<file path="src/rtl/scoreboard_register_file.sv">
// Register file with two combinational read ports, two clocked write ports
// (A: single-cycle ALU results, B: long-latency writeback), write-first
// bypass on both reads and a per-register busy scoreboard with a running
// count of pending registers for the issue logic.
module scoreboard_register_file #(
  parameter int DataWidth = 16,
  parameter int AddrWidth = 3,
  parameter bit ZeroReg   = 1'b0
) (
  input  logic                 Clock,
  input  logic                 Reset,
  input  logic [AddrWidth-1:0] RS,
  input  logic [AddrWidth-1:0] RT,
  output logic [DataWidth-1:0] ReadRS,
  output logic [DataWidth-1:0] ReadRT,
  output logic                 ReadyRS,
  output logic                 ReadyRT,
  input  logic [AddrWidth-1:0] RDA,
  input  logic [DataWidth-1:0] WriteDataA,
  input  logic                 RegWriteA,
  input  logic [AddrWidth-1:0] RDB,
  input  logic [DataWidth-1:0] WriteDataB,
  input  logic                 RegWriteB,
  input  logic                 SetBusy,
  input  logic [AddrWidth-1:0] BusyAddr,
  output logic [AddrWidth:0]   BusyCount
);

  localparam int Depth      = 1 << AddrWidth;
  localparam int CountWidth = AddrWidth + 1;

  logic [DataWidth-1:0]  regs [Depth];
  logic [Depth-1:0]      busy;
  logic [Depth-1:0]      busyNext;
  logic [CountWidth-1:0] busyCount;
  logic [CountWidth-1:0] countNext;

  logic rdaIsZero;
  logic rdbIsZero;
  logic busyAddrIsZero;
  logic writeEnA;
  logic writeEnB;
  logic setEn;
  logic countInc;
  logic countDec;

  logic rsIsZero;
  logic rtIsZero;
  logic rsHitA;
  logic rsHitB;
  logic rtHitA;
  logic rtHitB;

  // With a hardwired zero register, any write or busy request aimed at
  // address 0 is swallowed here so storage and scoreboard never see it.
  assign rdaIsZero      = ZeroReg && (RDA == '0);
  assign rdbIsZero      = ZeroReg && (RDB == '0);
  assign busyAddrIsZero = ZeroReg && (BusyAddr == '0);

  assign writeEnA = RegWriteA && !rdaIsZero;
  assign writeEnB = RegWriteB && !rdbIsZero;
  assign setEn    = SetBusy && !busyAddrIsZero;

  // The count moves only on real busy transitions: a set on an idle
  // register adds one, a clear on a busy register removes one unless the
  // same register is reissued in this cycle (set wins, net stays busy).
  assign countInc = setEn && !busy[BusyAddr];
  assign countDec = writeEnB && busy[RDB] && !(setEn && (BusyAddr == RDB));

  // Next busy vector: clear on writeback, then set on issue so that a
  // same-cycle reissue of the register being written back stays pending.
  always_comb begin
    busyNext = busy;
    for (int i = 0; i < Depth; i++) begin
      if (writeEnB && (RDB == AddrWidth'(i))) begin
        busyNext[i] = 1'b0;
      end
      if (setEn && (BusyAddr == AddrWidth'(i))) begin
        busyNext[i] = 1'b1;
      end
    end
  end

  // Next count derived from the transition flags, so it always equals the
  // popcount of the busy vector without needing an adder tree.
  always_comb begin
    countNext = busyCount;
    if (countInc && !countDec) begin
      countNext = busyCount + CountWidth'(1);
    end else if (countDec && !countInc) begin
      countNext = busyCount - CountWidth'(1);
    end
  end

  // Register storage: port B is applied last so it wins on an address tie.
  always_ff @(posedge Clock or posedge Reset) begin
    if (Reset) begin
      for (int i = 0; i < Depth; i++) begin
        regs[i] <= '0;
      end
    end else begin
      if (writeEnA) begin
        regs[RDA] <= WriteDataA;
      end
      if (writeEnB) begin
        regs[RDB] <= WriteDataB;
      end
    end
  end

  // Scoreboard state: busy bits and the matching pending-register count.
  always_ff @(posedge Clock or posedge Reset) begin
    if (Reset) begin
      busy      <= '0;
      busyCount <= '0;
    end else begin
      busy      <= busyNext;
      busyCount <= countNext;
    end
  end

  assign BusyCount = busyCount;

  // Address match terms for the two read ports; the zero-register term
  // takes priority over any bypass so address 0 always reads as zero.
  assign rsIsZero = ZeroReg && (RS == '0);
  assign rtIsZero = ZeroReg && (RT == '0);
  assign rsHitB   = RegWriteB && (RDB == RS);
  assign rsHitA   = RegWriteA && (RDA == RS);
  assign rtHitB   = RegWriteB && (RDB == RT);
  assign rtHitA   = RegWriteA && (RDA == RT);

  // RS read data with write-first bypass, port B ahead of port A.
  always_comb begin
    ReadRS = regs[RS];
    if (rsIsZero) begin
      ReadRS = '0;
    end else if (rsHitB) begin
      ReadRS = WriteDataB;
    end else if (rsHitA) begin
      ReadRS = WriteDataA;
    end
  end

  // RT read data with write-first bypass, port B ahead of port A.
  always_comb begin
    ReadRT = regs[RT];
    if (rtIsZero) begin
      ReadRT = '0;
    end else if (rtHitB) begin
      ReadRT = WriteDataB;
    end else if (rtHitA) begin
      ReadRT = WriteDataA;
    end
  end

  // RS operand validity: a writeback landing this cycle resolves the
  // operand immediately; an issue this cycle only takes effect after the edge.
  always_comb begin
    ReadyRS = !busy[RS];
    if (rsIsZero || rsHitB) begin
      ReadyRS = 1'b1;
    end
  end

  // RT operand validity, same rules as the RS port.
  always_comb begin
    ReadyRT = !busy[RT];
    if (rtIsZero || rtHitB) begin
      ReadyRT = 1'b1;
    end
  end

endmodule

</file>
<file path="config.mk">
export PLATFORM = sky130hd
export DESIGN_NAME = scoreboard_register_file
export DESIGN_NICKNAME = d
export VERILOG_FILES = /design/src/rtl/scoreboard_register_file.sv
export SDC_FILE = /design/constraint.sdc
export NUM_CORES = 1
export LEC_CHECK = 0
export CORE_ASPECT_RATIO = 1.75
export CORE_UTILIZATION = 55
export CTS_CLUSTER_SIZE = 20
export DETAILED_ROUTE_END_ITERATION = 10
export DONT_BUFFER_PORTS = 1
export PLACE_DENSITY = 0.73
export SLEW_MARGIN = 20
export SYNTH_ARGS = -nofsm -noshare
export SYNTH_HDL_FRONTEND = slang
export SYNTH_SLANG_ARGS = --single-unit
</file>
<file path="constraint.sdc">
create_clock -name Clock -period 9.7 [get_ports Clock]
set_input_delay 1.94 -clock Clock [delete_from_list [all_inputs] [get_ports Clock]]
set_output_delay 1.94 -clock Clock [all_outputs]
set_load 0.01 [all_outputs]
</file>
==> run metrics <==
vias=7526; Clock Latency Late Sink=420 ps; Yosys top cell by area=dfrtp_1; P_sw=0.000628 W; Synth top cells by count=mux2i_1, dfrtp_1, nand2_1; first-pass GRT wire length=44900 um; Cell Chain, Critical Path=xnor2_1 > nand4_2 > mux2i_1 > o21ai_1; remaining routing DRC violations=0; overflow left after global routing=0; async set-reset flop share out of synthesis=100%; power per cell area=198 nW/um^2; Hold Crit Start=regs[125]; drt wl/cell=26.4 um; H-tree level count=4; Crit-path slowest cell=nand4_2; worst vdd ir=0.000105 V; Pwr Total=0.00207 W; vias per inst=6.88; clock buffer count from CTS=17; Worst setup endpoint=ReadRT[5]; Critical Path Max Stage Delay=680 ps; crit-path leading delay family=simple AND/OR/NAND/NOR gates; RSZ-0062 raised after global routing=false; Worst-path clk slew=60 ps; Worst Path Max Fanout=16; Die X=104 um; register area share after synthesis=35.2%; Bufs and invs on worst path=0; Logic pwr share=25.9%; switching part of the total=30.3%; Synth Area per Inst=10.7 sq um; post-synthesis cell count=925; cells on worst reg2reg path=9; Synth Flop Type=dfrtp_1; Tmin final=5480 ps; final WL=28900 um; HPWL after DPL=17900 um; startpoint types=input pin; clock tree sinks=140; GPL Wtd Cong=0.976; Fin. Hold Viols=0; Crit path depth=4; Post-synth EDFFs=0; top-area cell type share of the netlist area=35.2%; P&R area growth vs syn=5.02%; Starting Density=56.4%; die area=18600 sq um; CP Data Required Time=7760 ps; leakage power=4.58 nW; DRT antenna net count=0; Synth cell types=38; Max-Cap Viols=0; CP Capture Type=primary output; fin crit share=56.5%; Core Area=17600 sq um; IO Pins=90; final net count=907; Tot GR Track Use=32.0%; Worst Tran Pin Value=823 ps; CTS Hold Buffers Added=0; status=finished clean; max_slew headroom=45.0%; initial DRC count=693; most frequent cell after synthesis=mux2i_1; Clock power frac=33.7%; Die Ht=180 um; hold slack=576 ps; Worst Skew=7.14 ps; CTS tree=done; share of post-route cells with drive strength above 1=13.8%; R2R setup slack=6820 ps; Fmax=0.182 GHz; Synth Warn #=0; syn nets=981; DRT Pass-1 Iters=5; largest net degree at the start of global routing=78; critical path class=in2out; Post-CTS Repair Setup Buffers=0; pre-CTS setup slack=4280 ps; PortBufs=0; Yosys reg bits=140; Clock Path Buffers=2; initial antenna violation count=0; Synth area leaders=dfrtp_1, mux2i_1, mux4_1; Final Slew Violations=0; sum of negative setup slack=0 ps; Critical R2R Launch=busy[6]; Placement Rows=64; post-route setup slack=4220 ps; Hold Crit Class=reg2reg; Reg-to-Reg End=BusyCount[3]; number of global-route vias before repair=7630; Finished Layout Cells=1094; Placed Cells=1063; Arr. time, crit path=3540 ps; sequential power share=40.4%; Netlist Area Pre-Place=9940 sq um; post-cts resize count=0; CP Launch Point=RDA[1]; # setup viols final=0; # diodes=0; clock tree root driver cell=clkbuf_16; Int Pwr=0.00144 W
-- worst register-to-register path: stages (launching register included) --
cell	delay, ps
dfrtp_1	450
mux4_2	490
mux2_2	270
nand3_1	100
ha_1	240
inv_1	140
ha_1	290
a21o_1	200
a2111oi_0	420
o31ai_1	150
-- flip-flops by register name, summed over array words and instances (netlist names) --
signal	count
BusyCount	4
regs	128
busy	8
-- layout make-up --
type / count / area, sq um
fillers: 1484 / 7180
flip-flops and latches: 140 / 3500
repair buffers: 17 / 128
well taps: 231 / 289
inverters: 6 / 27.5
clock buffers: 17 / 425
multi-input cells: 669 / 5870
clock inverters: 14 / 195
-- metrics by stage --
stage / area (sq um) / utilization (%)
floorplan: 9940 / -
global placement: 9820 / 55.7
detailed placement: 9820 / 55.7
CTS: 10400 / 59.3
global route: 10400 / 59.3
finish: 10400 / 59.3
-- power groups by stage --
stage,registers [W],logic (W),clock network [W]
after global routing,0.000852,0.000585,0.000723
final,0.000836,0.000537,0.000698
after global placement,0.000829,0.000516,0
after CTS,0.000833,0.000536,0.000703
after floorplan,0.000797,0.000479,0
after detailed placement,0.000840,0.000533,0
-- cells in the final DEF (no fill, tap or decap), drive strengths merged, types with 2 or more instances in the layout --
cell type    n
bufinv       4
clkinvlp     3
nor3         7
buf         17
o21ai      102
nand4        5
dfrtp      140
mux2i      164
nand2      107
nor2        64
nand4b       6
ha           3
inv          8
a21oi       65
o32ai        2
mux4        72
xnor2       17
clkbuf      17
clkinv       5
mux2        34
and4         2
nand2b       5
o22ai        2
nor3b        4
or2          2
-- cells by family after synthesis --
group	share of synthesized area [%]
adders and majority gates	0.579
and+or+nand+nor	9.07
buffers and inverters	6.10
xor gates and xnor gates	1.50
muxes	38.6
DFF	35.2
AOI/OAI and AO/OA	8.95
-- layer usage --
| layer | part of all wire, % | vias to the layer above | wire length (um) | GRT usage, % |
|---|---|---|---|---|
| met4 | 5.4 | 0 | 1560 | 18.9 |
| met3 | 9.1 | 120 | 2630 | 6.02 |
| met5 | 0 | - | 0 | 0 |
| li1 | - | 3249 | - | - |
| met2 | 50 | 441 | 14300 | 53.2 |
| met1 | 36 | 3716 | 10400 | 38.7 |
-- worst min-delay path by stage --
stage,to,depth (start not counted)
4_1_cts,regs[95],2
3_5_place_dp,regs[95],2
3_3_place_gp,regs[126],2
5_1_grt,busy[2],2
2_1_floorplan,busy[6],2
6_report,regs[125],2
No activity file was read; power rests on OpenSTA's default activity.
